==> src/rtl/mult_share_arbiter.sv <==
// mult_share_arbiter
//
// Shares a single pipelined 24x34 integer multiplier among N_REQ requesters.
// A round-robin arbiter grants at most one requester per cycle. The granted
// operands are registered onto mul_a/mul_b. A tag (valid + requester index)
// travels alongside the operation so that the product coming back on
// mul_result can be routed to the requester that issued it.
//
// Ports
//   clk         single clock, rising edge
//   rst         asynchronous, active-high reset
//   pause       when high, no new grant is issued
//   req_valid   per-requester request strobe            [N_REQ]
//   req_ready   one-hot (or zero) combinational grant   [N_REQ]
//   req_a       packed 24-bit operands, requester i at [24i+23:24i]
//   req_b       packed 34-bit operands, requester i at [34i+33:34i]
//   mul_a/b     registered operands to the multiplier
//   mul_result  multiplier product, MULT_LATENCY cycles after mul_a/mul_b
//   rsp_valid   one-hot (or zero) result strobe, cannot be stalled
//   rsp_result  registered product, zero when rsp_valid is zero
//   inflight    accepted operations whose response has not finished yet
//   busy        inflight != 0
module mult_share_arbiter #(
  parameter int N_REQ        = 4,
  parameter int MULT_LATENCY = 3
) (
  input  logic                              clk,
  input  logic                              rst,
  input  logic                              pause,
  input  logic [N_REQ-1:0]                  req_valid,
  output logic [N_REQ-1:0]                  req_ready,
  input  logic [N_REQ*24-1:0]               req_a,
  input  logic [N_REQ*34-1:0]               req_b,
  output logic [23:0]                       mul_a,
  output logic [33:0]                       mul_b,
  input  logic [57:0]                       mul_result,
  output logic [N_REQ-1:0]                  rsp_valid,
  output logic [57:0]                       rsp_result,
  output logic [$clog2(MULT_LATENCY+3)-1:0] inflight,
  output logic                              busy
);

  localparam int IDX_W = $clog2(N_REQ);
  // Tag pipe stage 0 lines up with mul_a/mul_b; the last stage lines up
  // with the cycle in which mul_result carries that operation's product.
  localparam int DEPTH = MULT_LATENCY + 1;
  localparam int CNT_W = $clog2(MULT_LATENCY + 3);

  logic [IDX_W-1:0]            last_grant_reg;
  logic [IDX_W-1:0]            cand [N_REQ];
  logic [IDX_W-1:0]            grant_idx;
  logic                        grant_found;
  logic                        handshake;
  logic [DEPTH-1:0]            tag_valid_reg;
  logic [DEPTH-1:0][IDX_W-1:0] tag_idx_reg;
  logic [N_REQ-1:0]            tag_onehot;
  logic [CNT_W-1:0]            inflight_reg;
  logic [CNT_W-1:0]            inflight_next;
  logic                        rsp_any;

  // Search order: candidate k is (last_grant + 1 + k) mod N_REQ.
  genvar gi;
  generate
    for (gi = 0; gi < N_REQ; gi++) begin : g_cand
      localparam int OFS = gi + 1;
      assign cand[gi] = IDX_W'((int'(last_grant_reg) + OFS) % N_REQ);
    end
  endgenerate

  // Grant is gated by rst so req_ready is zero while reset is held.
  always_comb begin
    grant_found = 1'b0;
    grant_idx   = '0;
    req_ready   = '0;
    if (!rst && !pause) begin
      for (int k = 0; k < N_REQ; k++) begin
        if (!grant_found && req_valid[cand[k]]) begin
          grant_found = 1'b1;
          grant_idx   = cand[k];
        end
      end
    end
    if (grant_found) begin
      req_ready[grant_idx] = 1'b1;
    end
  end

  // The grant only ever points at a requester that is valid.
  assign handshake = grant_found;

  always_ff @(posedge clk or posedge rst) begin
    if (rst) begin
      mul_a          <= '0;
      mul_b          <= '0;
      last_grant_reg <= IDX_W'(N_REQ - 1);
    end else if (handshake) begin
      mul_a          <= req_a[grant_idx*24 +: 24];
      mul_b          <= req_b[grant_idx*34 +: 34];
      last_grant_reg <= grant_idx;
    end else begin
      mul_a <= '0;
      mul_b <= '0;
    end
  end

  // Tag shift register; cleared on reset so products still draining out
  // of the multiplier after a reset are never reported.
  always_ff @(posedge clk or posedge rst) begin
    if (rst) begin
      tag_valid_reg <= '0;
      tag_idx_reg   <= '0;
    end else begin
      tag_valid_reg <= {tag_valid_reg[DEPTH-2:0], handshake};
      tag_idx_reg   <= {tag_idx_reg[DEPTH-2:0], grant_idx};
    end
  end

  generate
    for (gi = 0; gi < N_REQ; gi++) begin : g_onehot
      assign tag_onehot[gi] = (tag_idx_reg[DEPTH-1] == IDX_W'(gi));
    end
  endgenerate

  always_ff @(posedge clk or posedge rst) begin
    if (rst) begin
      rsp_valid  <= '0;
      rsp_result <= '0;
    end else if (tag_valid_reg[DEPTH-1]) begin
      rsp_valid  <= tag_onehot;
      rsp_result <= mul_result;
    end else begin
      rsp_valid  <= '0;
      rsp_result <= '0;
    end
  end

  // An operation stays counted until the edge that ends its response
  // cycle, so a full pipeline holds MULT_LATENCY+2 operations.
  assign rsp_any = |rsp_valid;

  always_comb begin
    inflight_next = inflight_reg;
    if (handshake && !rsp_any) begin
      inflight_next = inflight_reg + CNT_W'(1);
    end else if (rsp_any && !handshake) begin
      inflight_next = inflight_reg - CNT_W'(1);
    end
  end

  always_ff @(posedge clk or posedge rst) begin
    if (rst) begin
      inflight_reg <= '0;
    end else begin
      inflight_reg <= inflight_next;
    end
  end

  assign inflight = inflight_reg;
  assign busy     = (inflight_reg != '0);

endmodule

==> config.mk <==
export PLATFORM = sky130hd
export DESIGN_NAME = mult_share_arbiter
export DESIGN_NICKNAME = d
export VERILOG_FILES = /design/src/rtl/mult_share_arbiter.sv
export SDC_FILE = /design/constraint.sdc
export NUM_CORES = 1
export LEC_CHECK = 0
export CAP_MARGIN = 20
export CORE_AREA = 2 2 163 165
export DETAILED_ROUTE_END_ITERATION = 7
export DIE_AREA = 0 0 165 167
export GPL_ROUTABILITY_DRIVEN = 0
export PLACE_DENSITY_LB_ADDON = 0.08
export RECOVER_POWER = 25
export SYNTH_ARGS = -nofsm -noshare
export SYNTH_HDL_FRONTEND = slang
export SYNTH_SLANG_ARGS = --single-unit
export TNS_END_PERCENT = 10
==> constraint.sdc <==
create_clock -name clk -period 4.35 [get_ports clk]
set_clock_uncertainty 0.15 [all_clocks]
set_input_delay 0.87 -clock clk [delete_from_list [all_inputs] [get_ports clk]]
set_output_delay 0.87 -clock clk [all_outputs]
set_load 0.05 [all_outputs]
## Word-level counts from Yosys, hierarchy flattened

Cells that the tools add are included.
W data, S select, Z words.

| operators by class | value |
|---|---|
| multipliers | 2 |
| reductions and logical operators | 18 |
| eq/ne operators | 3 |
| order comparisons | 6 |
| shift operators | 2 |
| muxes and demuxes | 30 |
| add/subtract/negate cells | 6 |

Operators with widths:

| kind | number |
|---|---|
| $shiftx A136 B9 Y34 | 1 |
| $shiftx A96 B8 Y24 | 1 |
| $mux W58 | 1 |
| $mux W34 | 1 |
| $mux W24 | 1 |
| $lt A2 B3 Y1 const B | 5 |
| $mux W1 | 13 |
| $mux W2 | 5 |
| $bmux W1 S2 | 4 |
| $mux W4 | 2 |
| $logic_and A1 B1 Y1 | 7 |
| $logic_not A1 Y1 | 7 |
| $mul A2 B5 Y7 const B | 1 |
| $mux W3 | 2 |
| $add A2 B1 Y2 const B | 2 |
| $add A2 B2 Y2 const B | 2 |
| $eq A2 B2 Y1 const B | 2 |
| $mul A2 B2 Y4 const B | 1 |
| $reduce_or A4 Y1 | 1 |
| $add A3 B1 Y3 const B | 1 |
| $reduce_bool A3 Y1 | 1 |
| $sub A3 B1 Y3 const B | 1 |
| $demux W1 S2 | 1 |
| $eq A2 B1 Y1 const B | 1 |
| 3 further kinds | 3 |

| word-level totals | value |
|---|---|
| logic and storage cells | 78 |
| input port bits | 297 |
| register bits after elaboration | 137 |

## Depth between registers and ports, before layout

| logic depth | value |
|---|---|
| depth in word-level cells | 22 |
| depth in mapped cells | 9 |
| gate-level depth less buffers | 9 |

## Worst setup path after synthesis

Ideal clock, no wire load.

| path | value |
|---|---|
| path type | input to output |
| from | input req_valid[1] |
| to | output req_ready[3] |
| data arrival time | 2.653 ns |
| slack | 0.677 ns |
| buffers on the path | 3 |
| data required time | 3.330 ns |
| cell stages on the path | 7 |
| cells stage by stage | nor2b_2 > a21oi_1 > o221a_2 > buf_6 > buf_8 > buf_8 > nor4_2 |

| between the ends | value |
|---|---|
| longest elaborated chain between the ends | 21 |
| elaborated cells between the ends (all ways) | 33 |

RTL lines:

| what | RTL line | RTL |
|---|---|---|
| from (decl) | 30 | `input logic [N_REQ-1:0] req_valid,` |
| $bmux W1 S2 | 77 | `if (!grant_found && req_valid[cand[k]]) begin` |
| $mux W1 (implied by the code) | 77 |  |
| $mux W1 | 77 |  |
| $mux W1 | 75 | `if (!rst && !pause) begin` |
| $logic_not A1 Y1 | 77 |  |
| $logic_and A1 B1 Y1 | 77 |  |
| $mux W1 | 77 |  |
| $mux W1 | 75 |  |
| [5 not listed] | -- |  |
| $logic_and A1 B1 Y1 | 77 |  |
| $mux W2 | 77 |  |
| $mux W2 | 75 |  |
| $lt A2 B3 Y1 (implied by the code) or $ge A2 B1 Y1 (tied branches) | 84 | `req_ready[grant_idx] = 1'b1;` |
| $logic_and A1 B1 Y1 (implied by the code) | 84 |  |
| $mux W1 (implied by the code) | 84 |  |
| $demux W1 S2 | 84 |  |
| $mux W4 * | 83 | `if (grant_found) begin` |
| to (decl) | 31 | `output logic [N_REQ-1:0] req_ready,` |

Every way passes the cells marked *; elsewhere a longest branch is shown, timed or not. The select of a mux whose other input is x is not followed.

## Worst setup path in the final report

| path | value |
|---|---|
| from | input req_valid[0] |
| to | output req_ready[2] |

Same word-level chain as after synthesis.

==> impl_metrics.json <==
{
  "clk_pin_slew_worst_paths_ns": 0.07,
  "synthFlopType": "dfrtp_1",
  "finalCriticalPeriod_ns": 3.61,
  "crit_path_end": "req_ready[2]",
  "io_pins": 425,
  "cp-startpoint": "req_valid[0]",
  "max_freq_mhz": 277,
  "crit_required_ns": 3.33,
  "cts_hold_buf": 0,
  "slowest_delay_ns": 0.48,
  "finalPower_uw": 4360,
  "area_delta_synth_final_pct": 88.2,
  "num_rows": 59,
  "power_frac_comb_pct": 31.7,
  "antenna_found_initial": 4,
  "hold_path_depth": 0,
  "synth_common_cells": "135 x dfrtp_1, 117 x mux2i_1, 59 x and2_1",
  "p_per_area_mw_per_mm2": 396,
  "drive_gt1_share_pct": 6.06,
  "pwr-share-seq_pct": 32.9,
  "timing.rr.start": "last_grant_reg[1]",
  "p_leak_uw": 0.00480,
  "grt_overflow": 0,
  "vdd_drop_max_v": 0.000232,
  "power.share.clock_pct": 35.3,
  "largest_register": "rsp_result",
  "synth.cell_area_mm2": 0.00585,
  "cts_max_level": 4,
  "setup_slack_ns": 0.738,
  "cts_made_buffers": 17,
  "synthTopCellsByArea": "dfrtp_1 58%, mux2i_1 20%, and2_1 6.3%, o22ai_1 6.2%, buf_4 1.5%",
  "largest_register_ffs": 58,
  "synth_area_per_cell_um2": 13.2,
  "viasPerCell": 4.24,
  "synth_fp_nets": 743,
  "die_h_um": 167,
  "reg_top3": "rsp_result: 58 flops, mul_b: 34 flops, mul_a: 24 flops",
  "final_util_pct": 42.7,
  "io_buffers": 424,
  "critical_path_buf_inv_count": 2,
  "cts_sinks": 137,
  "crit_fanout": 4,
  "clockRootBuffer": "clkbuf_16",
  "cts_tree": "yes",
  "core-area_mm2": 0.0258,
  "ys_seq_area_share_pct": 58.6,
  "final_antenna_net_count": 0,
  "status": "finished with violations",
  "synthesis.instances": 444,
  "synth_seq_cells": 137,
  "grt_pass1_vias": 5285,
  "grt_max_degree": 93,
  "cts-resized-gates": 0,
  "async_flop_share_pct": 100,
  "dr.pass1.iters": 4,
  "tightest_slew_ns": 1.98,
  "yosysMostFrequentCell": "dfrtp_1",
  "place_ws_ns": 0.753,
  "crit_family": "buffers and inverters",
  "worstSetupPathDepth": 7,
  "setup_viol": 0,
  "clkLatencyLatePin_ns": 0.42,
  "final.setup.tns_ns": 0,
  "crit_arrival_ns": 2.59,
  "nets": 1160,
  "power_switching_uw": 1450,
  "drc": 0,
  "fin_cells": 1213,
  "cp-end-kind": "primary output",
  "finalHoldViolCount": 0,
  "synth_top_area_share_pct": 57.7,
  "rsz0062_at_grt": "false",
  "r2r_cells": 5,
  "ys.warnings.count": 0,
  "maxCapViolCount": 1,
  "slowest_stage": "clkdlybuf4s50_1",
  "routedWlPerCell_um": 18.4,
  "dieArea_mm2": 0.0276,
  "grt_pass1_wl_mm": 32.5,
  "clockBufferDepth": 2,
  "reg2reg_to": "mul_a[7]",
  "drtIter0Drc": 238,
  "period_share_pct": 83.0,
  "placed_cells": 1177,
  "failed_checks": "capacitance limit, slew limit",
  "wl_mm": 22.3,
  "postCtsSetupRepairBufs": 0,
  "start_util_pct": 22.7,
  "holdCritPathClass": "reg2reg",
  "switching_share_pct": 33.3,
  "relSlewSlack_pct": -32.1,
  "worstSetupStartpointType": "input pin",
  "cp_cell_sequence": "clkdlybuf4s50_1, a21oi_1, a31oi_1, a21o_1, or3_2, nor2_1, buf_12",
  "via_count": 5144,
  "hpwl_mm": 17.3,
  "reg2reg_setup_slack_ns": 1.81,
  "final.fill_count": 2444,
  "fp.dieW_um": 165,
  "yosysTopAreaCell": "dfrtp_1",
  "drv_slew": 63,
  "ys_types": 36,
  "p_int_uw": 2910,
  "grt_usage_pct": 16.0,
  "critical_path_class": "in2out",
  "synth_edf_count": 0
}
-- stage by stage --
stage / instance area [um2] / hold WS (ns)
final: 11000 / 0.187
after global placement: 10400 / 0.182
after detailed placement: 10400 / 0.185
after floorplan: 5860 / 0.181
after CTS: 11000 / 0.188
after global routing: 11000 / 0.196
-- cell type report --
class,instances,area [um2],share of cell area (%)
repair buffers,431,4330,39.3
well taps,335,419,3.81
clock inverters,15,206,1.87
clock buffers,17,425,3.86
multi-input cells,269,2170,19.7
flip-flops and latches,137,3430,31.2
diodes,4,10.0,0.0909
inverters,5,20.0,0.182
-- how the worst min path moves through the flow --
stage,from,to,slack [ns]
final,tag_idx_reg[4],tag_idx_reg[6],0.19
after global routing,tag_idx_reg[4],tag_idx_reg[6],0.20
after CTS,tag_idx_reg[4],tag_idx_reg[6],0.19
after detailed placement,tag_idx_reg[1],tag_idx_reg[3],0.18
after global placement,tag_idx_reg[1],tag_idx_reg[3],0.18
after floorplan,tag_idx_reg[0],tag_idx_reg[2],0.18
-- cell usage in the layout (no fill, tap or decap), types with 2 or more instances in the layout --
cell type	synthesis	layout
clkbuf_16	0	17
inv_8	0	4
inv_1	3	2
dfstp_2	2	2
xor2_1	2	2
nor2_1	6	6
a21oi_1	2	2
and2_1	59	18
inv_6	0	3
diode_2	0	4
clkinv_8	0	3
bufinv_16	0	2
buf_4	12	6
mux2i_1	117	117
nand2_1	6	5
and2_0	0	41
a21o_1	2	2
buf_12	1	4
clkdlybuf4s50_1	0	419
o22ai_1	58	58
clkinv_4	0	3
dfrtp_1	135	135
-- kinds of logic (layout without fill, tap and decap cells) --
kind of cell / after synthesis / in the layout / share of synthesized area (%)
DFF: 137 / 137 / 58.6
muxes: 118 / 118 / 20.2
and+or+nand+nor: 81 / 81 / 8.53
AOI/OAI and AO/OA: 65 / 65 / 7.08
buffers and inverters: 38 / 468 / 4.55
xor gates and xnor gates: 3 / 3 / 0.449
adders and majority gates: 2 / 2 / 0.556
other: 0 / 4 / 0
-- power groups by stage --
| stage | Clock (uW) | Sequential (uW) | Combinational [uW] |
|---|---|---|---|
| after global routing | 1660 | 1450 | 1470 |
| after detailed placement | 0 | 1460 | 1400 |
| after CTS | 1590 | 1440 | 1410 |
| after global placement | 0 | 1460 | 1390 |
| after floorplan | 0 | 1790 | 513 |
| final | 1540 | 1430 | 1380 |
-- routing by layer --
metal | share of wire (%) | global-route usage [%] | vias up
li1 | - | - | 2423
met1 | 36 | 17.1 | 2420
met2 | 52 | 28.0 | 278
met3 | 10 | 6.43 | 23
met4 | 2.1 | 6.01 | 0
met5 | 0 | 0 | -
No activity file was read; power rests on OpenSTA's default activity.
